===== config.mk =====
export PLATFORM = sky130hd
export DESIGN_NAME = jt12_reg_gen
export DESIGN_NICKNAME = d
export VERILOG_FILES = /design/src/rtl/jt12_reg_gen.sv
export SDC_FILE = /design/constraint.sdc
export NUM_CORES = 1
export LEC_CHECK = 0
export BUFFER_PORTS_ARGS = -buffer_cell sky130_fd_sc_hd__buf_2
export CELL_PAD_IN_SITES_DETAIL_PLACEMENT = 0
export CELL_PAD_IN_SITES_GLOBAL_PLACEMENT = 1
export CORE_ASPECT_RATIO = 1.5
export CORE_MARGIN = 8
export CORE_UTILIZATION = 35
export DETAILED_ROUTE_END_ITERATION = 7
export MAX_ROUTING_LAYER = met4
export PLACE_DENSITY_LB_ADDON = 0.1
export SYNTH_ARGS = -nofsm -noshare
export SYNTH_HDL_FRONTEND = slang
export SYNTH_SLANG_ARGS = --single-unit

===== constraint.sdc =====
create_clock -name clk -period 100.1 [get_ports clk]
set_input_delay 20.02 -clock clk [delete_from_list [all_inputs] [get_ports clk]]
set_output_delay 20.02 -clock clk [all_outputs]
set_load 0.01 [all_outputs]

===== src/rtl/jt12_reg_gen.sv =====
// jt12_reg_gen: time-multiplexed operator/channel register file.
//
// A slot counter walks every (operator, channel) pair once per NCH*NOP
// cycles. Operator registers live in an NSLOT-deep circular shift ring and
// channel registers in an NCH-deep ring. Both rings rotate every cycle, so
// entry 0 of each ring always belongs to the current slot.
//
// A write request is latched into a holding register. It is then merged into
// the ring when its target slot next comes around.
//
// Ports:
//   clk, rst                 clock, asynchronous active-high reset
//   wr_valid/wr_sel/wr_ch/   write request (wr_sel 0 = operator, 1 = channel),
//   wr_op/wr_data/wr_mask    per-bit mask, channel writes use the LSBs
//   busy, wr_err             request pending / out-of-range channel pulse
//   cur_ch, cur_op, zero     current slot, zero high in slot (op 0, ch 0)
//   op_dout, ch_dout         registers of the current slot
//
// Optional feature (macro JT12_REG_RDBACK_EN): readback port
//   rd_req/rd_sel/rd_ch/rd_op in, rd_valid/rd_data out.
module jt12_reg_gen #(
  parameter int NCH = 6,
  parameter int NOP = 4,
  parameter int OPW = 44,
  parameter int CHW = 31,
  localparam int CW = (NCH > 1) ? $clog2(NCH) : 1,
  localparam int OW = (NOP > 1) ? $clog2(NOP) : 1,
  localparam int DW = (OPW > CHW) ? OPW : CHW
) (
  input  logic          clk,
  input  logic          rst,
  input  logic          wr_valid,
  input  logic          wr_sel,
  input  logic [CW-1:0] wr_ch,
  input  logic [OW-1:0] wr_op,
  input  logic [DW-1:0] wr_data,
  input  logic [DW-1:0] wr_mask,
  output logic          busy,
  output logic          wr_err,
  output logic [CW-1:0] cur_ch,
  output logic [OW-1:0] cur_op,
  output logic          zero,
  output logic [OPW-1:0] op_dout,
  output logic [CHW-1:0] ch_dout
`ifdef JT12_REG_RDBACK_EN
  ,
  input  logic          rd_req,
  input  logic          rd_sel,
  input  logic [CW-1:0] rd_ch,
  input  logic [OW-1:0] rd_op,
  output logic          rd_valid,
  output logic [DW-1:0] rd_data
`endif
);

  localparam int NSLOT = NCH * NOP;
  localparam logic [CW-1:0] CH_LAST = CW'(NCH - 1);
  localparam logic [OW-1:0] OP_LAST = OW'(NOP - 1);
  localparam logic [CW:0]   NCH_V   = (CW + 1)'(NCH);

  logic [CW-1:0]  cur_ch_q, cur_ch_d;
  logic [OW-1:0]  cur_op_q, cur_op_d;
  logic [OPW-1:0] op_ring_q [NSLOT];
  logic [OPW-1:0] op_ring_d [NSLOT];
  logic [CHW-1:0] ch_ring_q [NCH];
  logic [CHW-1:0] ch_ring_d [NCH];

  logic           busy_q, busy_d;
  logic           wr_err_q, wr_err_d;
  logic           req_sel_q, req_sel_d;
  logic [CW-1:0]  req_ch_q, req_ch_d;
  logic [OW-1:0]  req_op_q, req_op_d;
  logic [DW-1:0]  req_data_q, req_data_d;
  logic [DW-1:0]  req_mask_q, req_mask_d;

  logic           op_hit, ch_hit;
  logic [OPW-1:0] op_merge;
  logic [CHW-1:0] ch_merge;

  // Pending write targets the entry that is current this cycle.
  always_comb begin
    op_hit   = busy_q && !req_sel_q && (cur_ch_q == req_ch_q) && (cur_op_q == req_op_q);
    ch_hit   = busy_q && req_sel_q && (cur_ch_q == req_ch_q);
    op_merge = (op_ring_q[0] & ~req_mask_q[OPW-1:0]) | (req_data_q[OPW-1:0] & req_mask_q[OPW-1:0]);
    ch_merge = (ch_ring_q[0] & ~req_mask_q[CHW-1:0]) | (req_data_q[CHW-1:0] & req_mask_q[CHW-1:0]);
  end

  // Slot counter: channel is the fast index, operator the slow one.
  always_comb begin
    cur_ch_d = cur_ch_q + CW'(1);
    cur_op_d = cur_op_q;
    if (cur_ch_q == CH_LAST) begin
      cur_ch_d = '0;
      cur_op_d = (cur_op_q == OP_LAST) ? '0 : cur_op_q + OW'(1);
    end
  end

  // Rings rotate toward entry 0. The current entry re-enters at the tail,
  // merged with the pending write when the slot matches.
  always_comb begin
    for (int i = 0; i < NSLOT - 1; i++) op_ring_d[i] = op_ring_q[i+1];
    op_ring_d[NSLOT-1] = op_hit ? op_merge : op_ring_q[0];
    for (int i = 0; i < NCH - 1; i++) ch_ring_d[i] = ch_ring_q[i+1];
    ch_ring_d[NCH-1] = ch_hit ? ch_merge : ch_ring_q[0];
  end

  // Request capture. A request is captured only when idle. Because busy
  // rises a cycle later, a request aimed at the current slot waits a full
  // revolution.
  always_comb begin
    busy_d     = busy_q;
    wr_err_d   = 1'b0;
    req_sel_d  = req_sel_q;
    req_ch_d   = req_ch_q;
    req_op_d   = req_op_q;
    req_data_d = req_data_q;
    req_mask_d = req_mask_q;
    if (busy_q) begin
      if (op_hit || ch_hit) busy_d = 1'b0;
    end else if (wr_valid) begin
      if ({1'b0, wr_ch} < NCH_V) begin
        busy_d     = 1'b1;
        req_sel_d  = wr_sel;
        req_ch_d   = wr_ch;
        req_op_d   = wr_op;
        req_data_d = wr_data;
        req_mask_d = wr_mask;
      end else begin
        wr_err_d = 1'b1;
      end
    end
  end

  always_ff @(posedge clk or posedge rst) begin
    if (rst) begin
      cur_ch_q   <= '0;
      cur_op_q   <= '0;
      busy_q     <= 1'b0;
      wr_err_q   <= 1'b0;
      req_sel_q  <= 1'b0;
      req_ch_q   <= '0;
      req_op_q   <= '0;
      req_data_q <= '0;
      req_mask_q <= '0;
      for (int i = 0; i < NSLOT; i++) op_ring_q[i] <= '0;
      for (int i = 0; i < NCH; i++)   ch_ring_q[i] <= '0;
    end else begin
      cur_ch_q   <= cur_ch_d;
      cur_op_q   <= cur_op_d;
      busy_q     <= busy_d;
      wr_err_q   <= wr_err_d;
      req_sel_q  <= req_sel_d;
      req_ch_q   <= req_ch_d;
      req_op_q   <= req_op_d;
      req_data_q <= req_data_d;
      req_mask_q <= req_mask_d;
      op_ring_q  <= op_ring_d;
      ch_ring_q  <= ch_ring_d;
    end
  end

  assign cur_ch  = cur_ch_q;
  assign cur_op  = cur_op_q;
  assign zero    = (cur_ch_q == '0) && (cur_op_q == '0);
  assign busy    = busy_q;
  assign wr_err  = wr_err_q;
  assign op_dout = op_ring_q[0];
  assign ch_dout = ch_ring_q[0];

`ifdef JT12_REG_RDBACK_EN
  logic          rd_pend_q, rd_pend_d;
  logic          rd_sel_q, rd_sel_d;
  logic [CW-1:0] rd_ch_q, rd_ch_d;
  logic [OW-1:0] rd_op_q, rd_op_d;
  logic          rd_valid_q, rd_valid_d;
  logic [DW-1:0] rd_data_q, rd_data_d;
  logic          rd_hit;
  logic [DW-1:0] rd_val;

  // A read served in the same slot as a pending write returns the merged value.
  always_comb begin
    rd_hit = rd_pend_q && (cur_ch_q == rd_ch_q) && (rd_sel_q || (cur_op_q == rd_op_q));
    if (rd_sel_q) rd_val = DW'(ch_hit ? ch_merge : ch_ring_q[0]);
    else          rd_val = DW'(op_hit ? op_merge : op_ring_q[0]);
    rd_pend_d  = rd_pend_q;
    rd_sel_d   = rd_sel_q;
    rd_ch_d    = rd_ch_q;
    rd_op_d    = rd_op_q;
    rd_valid_d = rd_hit;
    rd_data_d  = rd_hit ? rd_val : rd_data_q;
    if (rd_pend_q) begin
      if (rd_hit) rd_pend_d = 1'b0;
    end else if (rd_req && ({1'b0, rd_ch} < NCH_V)) begin
      rd_pend_d = 1'b1;
      rd_sel_d  = rd_sel;
      rd_ch_d   = rd_ch;
      rd_op_d   = rd_op;
    end
  end

  always_ff @(posedge clk or posedge rst) begin
    if (rst) begin
      rd_pend_q  <= 1'b0;
      rd_sel_q   <= 1'b0;
      rd_ch_q    <= '0;
      rd_op_q    <= '0;
      rd_valid_q <= 1'b0;
      rd_data_q  <= '0;
    end else begin
      rd_pend_q  <= rd_pend_d;
      rd_sel_q   <= rd_sel_d;
      rd_ch_q    <= rd_ch_d;
      rd_op_q    <= rd_op_d;
      rd_valid_q <= rd_valid_d;
      rd_data_q  <= rd_data_d;
    end
  end

  assign rd_valid = rd_valid_q;
  assign rd_data  = rd_data_q;
`endif

endmodule


==> impl_metrics.yaml, run 1 <==
run_status:
  status: "completed"
worst_setup_path:
  critPathBufInv: 9
  worstPathCellList: "buf_2 > inv_8 > buf_4 > buf_4 > buf_4 > buf_4 > buf_4 > buf_4 > buf_4"
  cpMostUsedCell: "buf_4"
  crit_path_top_delay_cell: "buf_4"
  cpPeakStageDelay_ps: 970
  cp_max_fo: 139
  cp.required_ps: 100770
  r2r_slack_ps: 97490
  worstSetupPathType: "primary input to async pin"
  worstReg2RegEnd: "ch_ring_d[46]"
  critPathTopFamily: "buffers and inverters"
  r2r_start: "cur_ch[1]"
  start_kind: "primary input"
  end_kind: "async pin"
  reg2reg_depth: 5
  arrival_ps: 27000
global_routing:
  grt_max_degree: 201
  antenna_found_initial: 4
  grt_overflow: 0
  grt_pass1_wl_mm: 95.11
  grt_pass1_vias: 16014
  track_usage: 0.1086
power_and_ir_drop:
  pwr-share-comb: 0.062
  p_leak_nw: 22.67
  swShare: 0.2230
  clkPwrFrac: 0.401
  peakVddDrop_uv: 16.40
  p_total_w: 0.001192
  share_seq_of_total_power: 0.537
  net-switching-power_w: 0.0002658
  p_int_w: 0.0009263
  p_per_area_nw_per_um2: 27.41
clock_network:
  cts_resized: 0
  cts_inserted_buffers: 120
  cts_tree: "done"
  cts_max_level: 3
  clkSinkCount: 1343
  cts.clk_slew.worst_paths_ps: 60
  cts_buffer_depth: 3
  cts_hold_buffers: 0
  clock_latency_ps: 690
  cts_setup_buffers: 0
  cts-root-buf: "clkbuf_16"
logic_synthesis:
  syn_avg_cell_area_um2: 22.25
  yosysWarnings: 0
  synth_enable_flop_cells: 0
  syn_area_um2: 36590
  synth_seq_area_share: 0.9186
  synth_ff_type: "dfrtp_1"
  synthesis.nets: 1743
  synth_seq_cells: 1343
  yosysTopAreaCell: "dfrtp_1"
  synth.most_common_cell: "dfrtp_1"
  synthArstFlopShare: 1.000
  yosysTopAreaCellShare: 0.9186
  yosys.cell_types.count: 26
  synthTopCellsByCount: "dfrtp_1, mux2_2, mux2_4"
  synth_area_leaders: "dfrtp_1, mux2_2, mux2_4, nand3_2, nand2_1"
  postSynthCellCount: 1644
routing:
  wl_met1_mm: 27.37
  wl_met2_mm: 26.40
  routed_wl_mm: 58.22
  maxUsedRoutingLayer: "met4"
  vias: 13820
  drc_errors: 0
  drtAntennaViolNets: 0
  viasPerCell: 4.013
  wl_per_cell_um: 16.91
  drt_iter0_drc: 724
  firstDrtPassIters: 4
  wl_met3_mm: 2.897
final_layout:
  syn_to_final_growth_pct: 18.87
  multi_input_area_um2: 2839
  regArea_um2: 33610
  fillers: 9149
  drive_gt1_frac: 0.3007
  nNetsFinal: 2044
die:
  die_y_um: 412.0
  start_util: 0.3519
  io_pins: 180
  die-width_um: 280.0
  row_count: 145
  die_area_um2: 115300
  core_area_um2: 104000
sta:
  post-route-period-util: 0.2631
  max_slew_margin: 0.2762
  max_freq_mhz: 37.97
  clock_skew_ps: 25.48
  finalSetupTns_ps: 0
  setup_viol: 0
  worstMarginPinSlew_ps: 1086
  report.final.slew_viol_count: 0
  fin_crit_ps: 26340
  hold_viol_final: 0
  rsz0062_at_grt: "false"
worst_hold_path:
  hp-class: "flop to flop"
  min_to: "op_ring_d[363]"
  holdCritStartpoint: "op_ring_d[319]"
  min_path_cells: 0
placed_design:
  place_congestion: 0.6654
  io_buffer_count: 179
  hpwl_mm: 31.62
job:
  max-cap-violations: 0
[state kept, by name, summed over array words and instances (netlist names)]
signal and flops:
req_sel_q 1, busy 1, op_ring_d 1012, wr_err 1
req_op_q 2, op_dout 44, ch_ring_d 155, req_data_q 44
cur_ch 3, ch_dout 31, req_mask_q 44, cur_op 2
req_ch_q 3
[cells by family after synthesis]
| group | after synthesis | synth area share |
|---|---|---|
| AO/OA/AOI/OAI | 5 | 0.0009575 |
| XOR/XNOR | 5 | 0.001197 |
| adder cells (fa/ha/maj) | 2 | 0.0006839 |
| buffers and inverters | 26 | 0.004241 |
| flip-flops | 1343 | 0.9186 |
| multiplexers | 168 | 0.05581 |
| AND/OR/NAND/NOR | 95 | 0.01850 |
[stage by stage]
stage | hold slack (ps) | area, um^2 | cells | setup slack (ps) | utilization
CTS | 326.2 | 43480 | 3441 | 73340 | 0.4183
detailed placement | 334.7 | 39290 | 3219 | 72540 | 0.3779
floorplan | 331.2 | 36590 | 1644 | 42220 | -
finish | 327.0 | 43490 | 3444 | 73760 | 0.4184
global placement | 331.7 | 39290 | 3219 | 72920 | 0.3779
global route | 343.6 | 43490 | 3442 | 72420 | 0.4183
[power by group through the flow]
stage / combinational, W / sequential, W / clock (W)
final: 0.0000744 / 0.000640 / 0.000478
after CTS: 0.0000781 / 0.000642 / 0.000500
after global routing: 0.0000830 / 0.000648 / 0.000521
after global placement: 0.0000759 / 0.000649 / 0
after floorplan: 0.0000502 / 0.000646 / 0
after detailed placement: 0.0000779 / 0.000650 / 0
[per-layer routing]
layer | up-vias | global-route usage
met1 | 7552 | 0.1503
met4 | 0 | 0.04155
met5 | - | -
li1 | 5894 | -
met3 | 112 | 0.02528
met2 | 262 | 0.1560
[layout by cell type (no fill, tap or decap), types with 2 or more instances in the layout]
| cell type | count |
|---|---|
| o21ai_0 | 2 |
| nor2_1 | 8 |
| ha_1 | 2 |
| dfrtp_1 | 1343 |
| mux2_4 | 40 |
| xor2_1 | 5 |
| inv_1 | 4 |
| nand3_1 | 5 |
| buf_2 | 179 |
| bufinv_16 | 18 |
| clkbuf_1 | 16 |
| nand3_2 | 39 |
| buf_4 | 20 |
| clkbuf_8 | 23 |
| clkinvlp_4 | 7 |
| clkbuf_16 | 121 |
| diode_2 | 3 |
| inv_6 | 4 |
| mux2_1 | 5 |
| a21o_1 | 2 |
| nor3_1 | 2 |
| nand2_1 | 33 |
| clkinv_2 | 33 |
| mux2_2 | 123 |
[final cells by class]
cell class / count / share of cell area
Clock inverter: 62 / 0.01824
Tap cell: 1396 / 0.04016
Sequential cell: 1343 / 0.7727
Clock buffer: 160 / 0.07828
Inverter: 5 / 0.0006042
Antenna cell: 3 / 0.0001726
Multi-Input combinational cell: 275 / 0.06528
Timing Repair Buffer: 200 / 0.02451
[worst max path at each step]
stage | from | endpoint | cells past startpoint
after floorplan | rst | busy | 1
after global placement | rst | op_dout[38] | 9
after detailed placement | rst | op_dout[38] | 9
after CTS | rst | op_ring_d[742] | 9
after global routing | rst | op_ring_d[170] | 9
final | rst | op_ring_d[434] | 9
Power figures use the tool's default switching activity.
==> run 2, diff against run 1 <==
ABC_AREA = 1   (was not set)
clock period = 23.1 ns   (was 100.1 ns; I/O delays follow)
==> run 2 against run 1 <==
Clock skew fell by 3.0 ps; first-iteration DRC count rose by 26%; setup slack worse by 59000 ps; flip-flop and latch count unchanged; synthesized area up 0.11%; combinational power shrank 28%; cell area rose by 0.28%; non-clock buffer count stayed put; critical endpoint is now op_ring_d[239].
==> impl_metrics.yaml, run 2 <==
sta:
  setup_viol: 0
  hold_viol_final: 0
  clock_skew_ps: 22.51
  fin_crit_ps: 8310
  report.final.slew_viol_count: 0
  worstMarginPinSlew_ps: 1087
  max_slew_margin: 0.2755
  max_freq_mhz: 120.3
  post-route-period-util: 0.3597
  rsz0062_at_grt: "false"
logic_synthesis:
  synthesis.nets: 2101
  yosysWarnings: 0
  synth_xor_area_frac: 0.0004783
  synth_ff_type: "dfrtp_1"
  synth_seq_area_share: 0.9176
  postSynthCellCount: 2002
  yosys.cell_types.count: 25
  synth.most_common_cell: "dfrtp_1"
  synth_seq_cells: 1343
  synthAdderAreaFrac: 0.0006832
  synth-simple-area-share: 0.03126
  syn_area_um2: 36630
  synth_enable_flop_cells: 0
  yosysTopAreaCell: "dfrtp_1"
  synth_top_family_by_area: "compound AO/OA/AOI/OAI gates"
  synthTopCellsByCount: "dfrtp_1, nand2_1, o21ai_0"
  synth.mux.area_fraction: 0.003553
  syn_avg_cell_area_um2: 18.29
  synth_compound_area_frac: 0.03327
  synthArstFlopShare: 1.000
  synth_area_leaders: "dfrtp_1, nand2_1, o21ai_0, a21oi_1, inv_1"
  yosysTopAreaCellShare: 0.9176
placed_design:
  dpl_cell_area_um2: 39280
  hpwl_mm: 34.51
  io_buffer_count: 179
  place_congestion: 0.7002
  dp_cells: 3556
power_and_ir_drop:
  p_leak_nw: 23.29
  peakVddDrop_uv: 45.73
  p_per_area_nw_per_um2: 103.3
global_routing:
  grt_pass1_vias: 17406
  grt_max_degree: 185
  top_usage_layer: "met2"
  grt.met2_usage: 0.1680
  track_usage: 0.1188
  grt_pass1_wl_mm: 103.4
  grt_overflow: 0
  grt_use_met3: 0.03523
  antenna_found_initial: 3
  use_met1: 0.1640
clock_network:
  cts_inserted_buffers: 130
  cts_hold_buffers: 0
  cts_buffer_depth: 3
  cts_setup_buffers: 0
  cts-root-buf: "clkbuf_16"
  cts_resized: 0
  clock_latency_ps: 710
  cts.clk_slew.worst_paths_ps: 60
  cts_tree: "done"
  cts_max_level: 4
  clkSinkCount: 1343
worst_setup_path:
  cpPeakStageDelay_ps: 900
  r2r_slack_ps: 19970
  startpoint: "rst"
  reg2reg_depth: 9
  worstReg2RegEnd: "req_mask_q[9]"
  critPathTopFamily: "buffers and inverters"
  cpMostUsedCell: "buf_4"
  end_kind: "async pin"
  worstSetupPathType: "primary input to async pin"
  endpoint: "op_ring_d[239]"
  cp.required_ps: 23790
  crit_path_top_delay_cell: "buf_4"
  cp_max_fo: 88
  start_kind: "primary input"
  critPathBufInv: 7
  r2r_start: "busy"
  cp_num_cells: 7
  arrival_ps: 9000
  worstPathCellList: "buf_2 > clkinvlp_4 > buf_4 > buf_4 > buf_4 > buf_4 > buf_4"
job:
  max-cap-violations: 0
die:
  die-width_um: 280.1
  die_area_um2: 115500
  core_area_um2: 104000
  start_util: 0.3523
  io_pins: 180
  die_y_um: 412.2
  row_count: 145
routing:
  drc_errors: 0
  drt_iter0_drc: 912
  firstDrtPassIters: 4
  wl_per_cell_um: 16.65
  vias: 15540
  routed_wl_mm: 63.07
  viasPerCell: 4.101
  drtAntennaViolNets: 0
final_layout:
  drive_gt1_frac: 0.1841
  layout_common_cells: "dfrtp_1, nand2_1, buf_2"
  nNetsFinal: 2391
  instances_no_fill: 3789
  design_area_um2: 43610
  final_common_cell: "dfrtp_1"
  largest_register_ffs: 1012
  syn_to_final_growth_pct: 19.07
run_status:
  status: "completed"
worst_hold_path:
  hp-class: "flop to flop"
## run 2: cell types whose count changed in the layout (fill, tap and decap cells not counted), sizes merged, moves of 41 or more
cell	before	now
a21oi	0	97
nand2	33	242
nand3	45	4
o21ai	2	139
inv	9	77
mux2	168	0
## run 2: how the worst min path moves through the flow
stage / depth (start not counted) / from / endpoint
6_report: 0 / ch_ring_d[106] / ch_ring_d[137]
5_1_grt: 0 / op_ring_d[868] / op_ring_d[912]
4_1_cts: 0 / op_ring_d[638] / op_ring_d[682]
3_5_place_dp: 0 / ch_ring_d[170] / ch_dout[15]
3_3_place_gp: 0 / op_ring_d[504] / op_ring_d[548]
2_1_floorplan: 0 / ch_ring_d[155] / ch_dout[0]
## run 2: area by class of cell
cell class / count / area, um^2
inverter: 74 / 281.5
antenna: 3 / 7.507
multi-input combinational: 543 / 2562
timing repair buffer: 200 / 1079
clock inverter: 51 / 469.2
clock buffer: 179 / 3857
tap: 1396 / 1747
sequential: 1343 / 33610
fill: 9316 / 60350
## run 2: metal layers
layer	up-vias	wire, um
met1	8250	30060
met3	116	3088
met5	-	0
met2	280	28350
li1	6894	-
met4	0	1578
## run 2: through the flow
stage | setup WS [ps] | util | hold WS [ps] | setup TNS (ps) | power [W]
2_1_floorplan | -95.95 | - | 331.2 | -128870 | 0.002437
3_3_place_gp | 13910 | 0.3778 | 331.0 | 0 | 0.002452
3_5_place_dp | 13750 | 0.3778 | 334.7 | 0 | 0.002454
4_1_cts | 14580 | 0.4194 | 330.6 | 0 | 0.004605
5_1_grt | 13980 | 0.4195 | 333.9 | 0 | 0.004706
6_report | 14790 | 0.4195 | 327.0 | 0 | 0.004504
## run 2: cell families (layout without fill, tap and decap cells)
family / count (synthesis) / count (layout)
other: 0 / 3
buffers and inverters: 116 / 504
AO/OA/AOI/OAI: 236 / 236
multiplexers: 13 / 13
XOR/XNOR: 2 / 2
adder cells (fa/ha/maj): 2 / 2
AND/OR/NAND/NOR: 290 / 290
flip-flops: 1343 / 1343
## run 2: power breakdown
part	internal, W	leakage [nW]	switching, W
logic	0.00000793	2.57	0.0000455
clock network	0.00124	2.13	0.000861
registers	0.00235	18.6	0
total	0.00360	23.3	0.000906
==> run 3, diff against run 2 <==
clock period = 8.2 ns   (was 23.1 ns; I/O delays follow)
==> run 3 against run 2 <==
Core utilization down 0.14 points; clock-buffer cell count down 16; critical endpoint is now zero; register-to-register slack got worse by 15000 ps; setup slack worse by 10000 ps; highest routed layer unchanged; die area unchanged; cell area is 0.34% lower; sequential share of layout area up 0.26 points; largest power group unchanged.
==> impl_metrics.yaml, run 3 (synthesized netlist as in run 2, its figures left out) <==
clock_network:
  cts-root-buf: "clkbuf_16"
  cts_buffer_depth: 3
  cts.clk_slew.worst_paths_ps: 60
  cts_resized: 0
  cts_hold_buffers: 0
  cts_tree: "done"
  clock_latency_ps: 700
  cts_max_level: 3
  clkSinkCount: 1343
  cts_setup_buffers: 0
  cts_inserted_buffers: 119
placed_design:
  dpl_cell_area_um2: 39340
  io_buffer_count: 179
  hpwl_mm: 34.73
  place_congestion: 0.7009
worst_hold_path:
  holdCritStartpoint: "op_ring_d[791]"
  hp-class: "flop to flop"
die:
  row_count: 145
  io_pins: 180
  start_util: 0.3523
  die-width_um: 280.1
  die_y_um: 412.2
  core_area_um2: 104000
  die_area_um2: 115500
routing:
  drt_iter0_drc: 866
  viasPerCell: 4.081
  routed_wl_mm: 62.87
  firstDrtPassIters: 4
  vias: 15405
  drtAntennaViolNets: 0
  wl_per_cell_um: 16.65
  drc_errors: 0
sta:
  worstMarginPinSlew_ps: 1020
  report.final.slew_viol_count: 0
  max_slew_margin: 0.3203
  post-route-period-util: 0.4461
  fin_crit_ps: 3658
  setup_viol: 0
  rsz0062_at_grt: "false"
  max_freq_mhz: 273.4
  clock_skew_ps: 22.27
  hold_viol_final: 0
  finalSetupTns_ps: 0
global_routing:
  grt_use_met3: 0.02845
  top_usage_layer: "met2"
  track_usage: 0.1165
  grt_max_degree: 164
  grt_pass1_wl_mm: 102.3
  grt.met2_usage: 0.1674
  grt_pass1_vias: 17278
  use_met1: 0.1622
  antenna_found_initial: 4
  grt_overflow: 0
run_status:
  status: "completed"
job:
  max-cap-violations: 0
final_layout:
  nNetsFinal: 2380
  design_area_um2: 43460
  final_common_cell: "dfrtp_1"
  largest_register_ffs: 1012
  layout_common_cells: "dfrtp_1, nand2_1, buf_2"
  drive_gt1_frac: 0.1787
  syn_to_final_growth_pct: 18.67
worst_setup_path:
  worstPathCellList: "inv_1 > ha_1 > nand2_1 > nor3_1 > buf_2"
  r2r_start: "busy"
  r2r_slack_ps: 5200
  start_kind: "flop"
  cp.required_ps: 6560
  end_kind: "primary output"
  endpoint: "zero"
  arrival_ps: 2020
  worstSetupPathType: "flop to primary output"
  cpPeakStageDelay_ps: 440
  worstReg2RegEnd: "req_mask_q[3]"
  startpoint: "cur_op[0]"
  reg2reg_depth: 8
  crit_path_top_delay_cell: "dfrtp_1"
  cp_max_fo: 5
power_and_ir_drop:
  peakVddDrop_uv: 157.8
  p_leak_nw: 23.18
  p_per_area_nw_per_um2: 287.5
==> run 3: changes by cell type in the layout (fill, tap and decap cells not counted), sizes merged <==
cell	before	now
clkbuf	179	163
bufinv	6	13
clkinv	32	27
diode	3	1
clkinvlp	10	11
inv	77	78
==> run 3: layout make-up <==
class / count / area (um^2)
inverter: 74 / 281.5
clock inverter: 55 / 716.9
sequential: 1343 / 33610
timing repair buffer: 200 / 1141
multi-input combinational: 543 / 2562
antenna: 1 / 2.502
clock buffer: 163 / 3405
tap: 1396 / 1747
fill: 9363 / 60490
==> run 3: worst min path at each step <==
| stage | depth (start not counted) | slack [ps] | to |
|---|---|---|---|
| after floorplan | 0 | 330 | ch_dout[0] |
| after global routing | 0 | 340 | op_ring_d[173] |
| after global placement | 0 | 330 | op_ring_d[1025] |
| after CTS | 0 | 330 | op_ring_d[173] |
| after detailed placement | 0 | 330 | ch_dout[13] |
| final | 0 | 330 | op_ring_d[835] |
==> run 3: where the power goes <==
| group | leakage [nW] | total [W] | internal [W] | switching [W] |
|---|---|---|---|---|
| combinational | 2.59 | 0.000156 | 0.0000258 | 0.000130 |
| sequential | 18.6 | 0.00663 | 0.00663 | 0 |
| clock | 2.01 | 0.00572 | 0.00333 | 0.00239 |
| total | 23.2 | 0.0125 | 0.00998 | 0.00252 |
==> run 3: metal layers <==
| layer | vias up | share of wire | wire length [um] |
|---|---|---|---|
| li1 | 6852 | - | - |
| met1 | 8152 | 0.48 | 30030 |
| met2 | 295 | 0.45 | 28210 |
| met3 | 106 | 0.050 | 3159 |
| met4 | 0 | 0.023 | 1468 |
| met5 | - | 0 | 0 |
==> run 3: per-stage QoR <==
stage	hold WS (ps)	util	power, W	setup WS [ps]	instances
finish	326.8	0.4181	0.01250	4542	3775
global route	341.7	0.4181	0.01305	4368	3775
CTS	327.3	0.4181	0.01278	4472	3774
detailed placement	334.7	0.3784	0.006917	3825	3556
global placement	331.2	0.3784	0.006912	3926	3556
floorplan	331.2	-	0.006866	-12020	2002
==> run 3: critical path: cells and delay by family, from the launching register on <==
family        cells  cell delay (ps)
buf+inv           2              350
flops             1              440
fa+ha+maj         1              260
simple gates      2              280
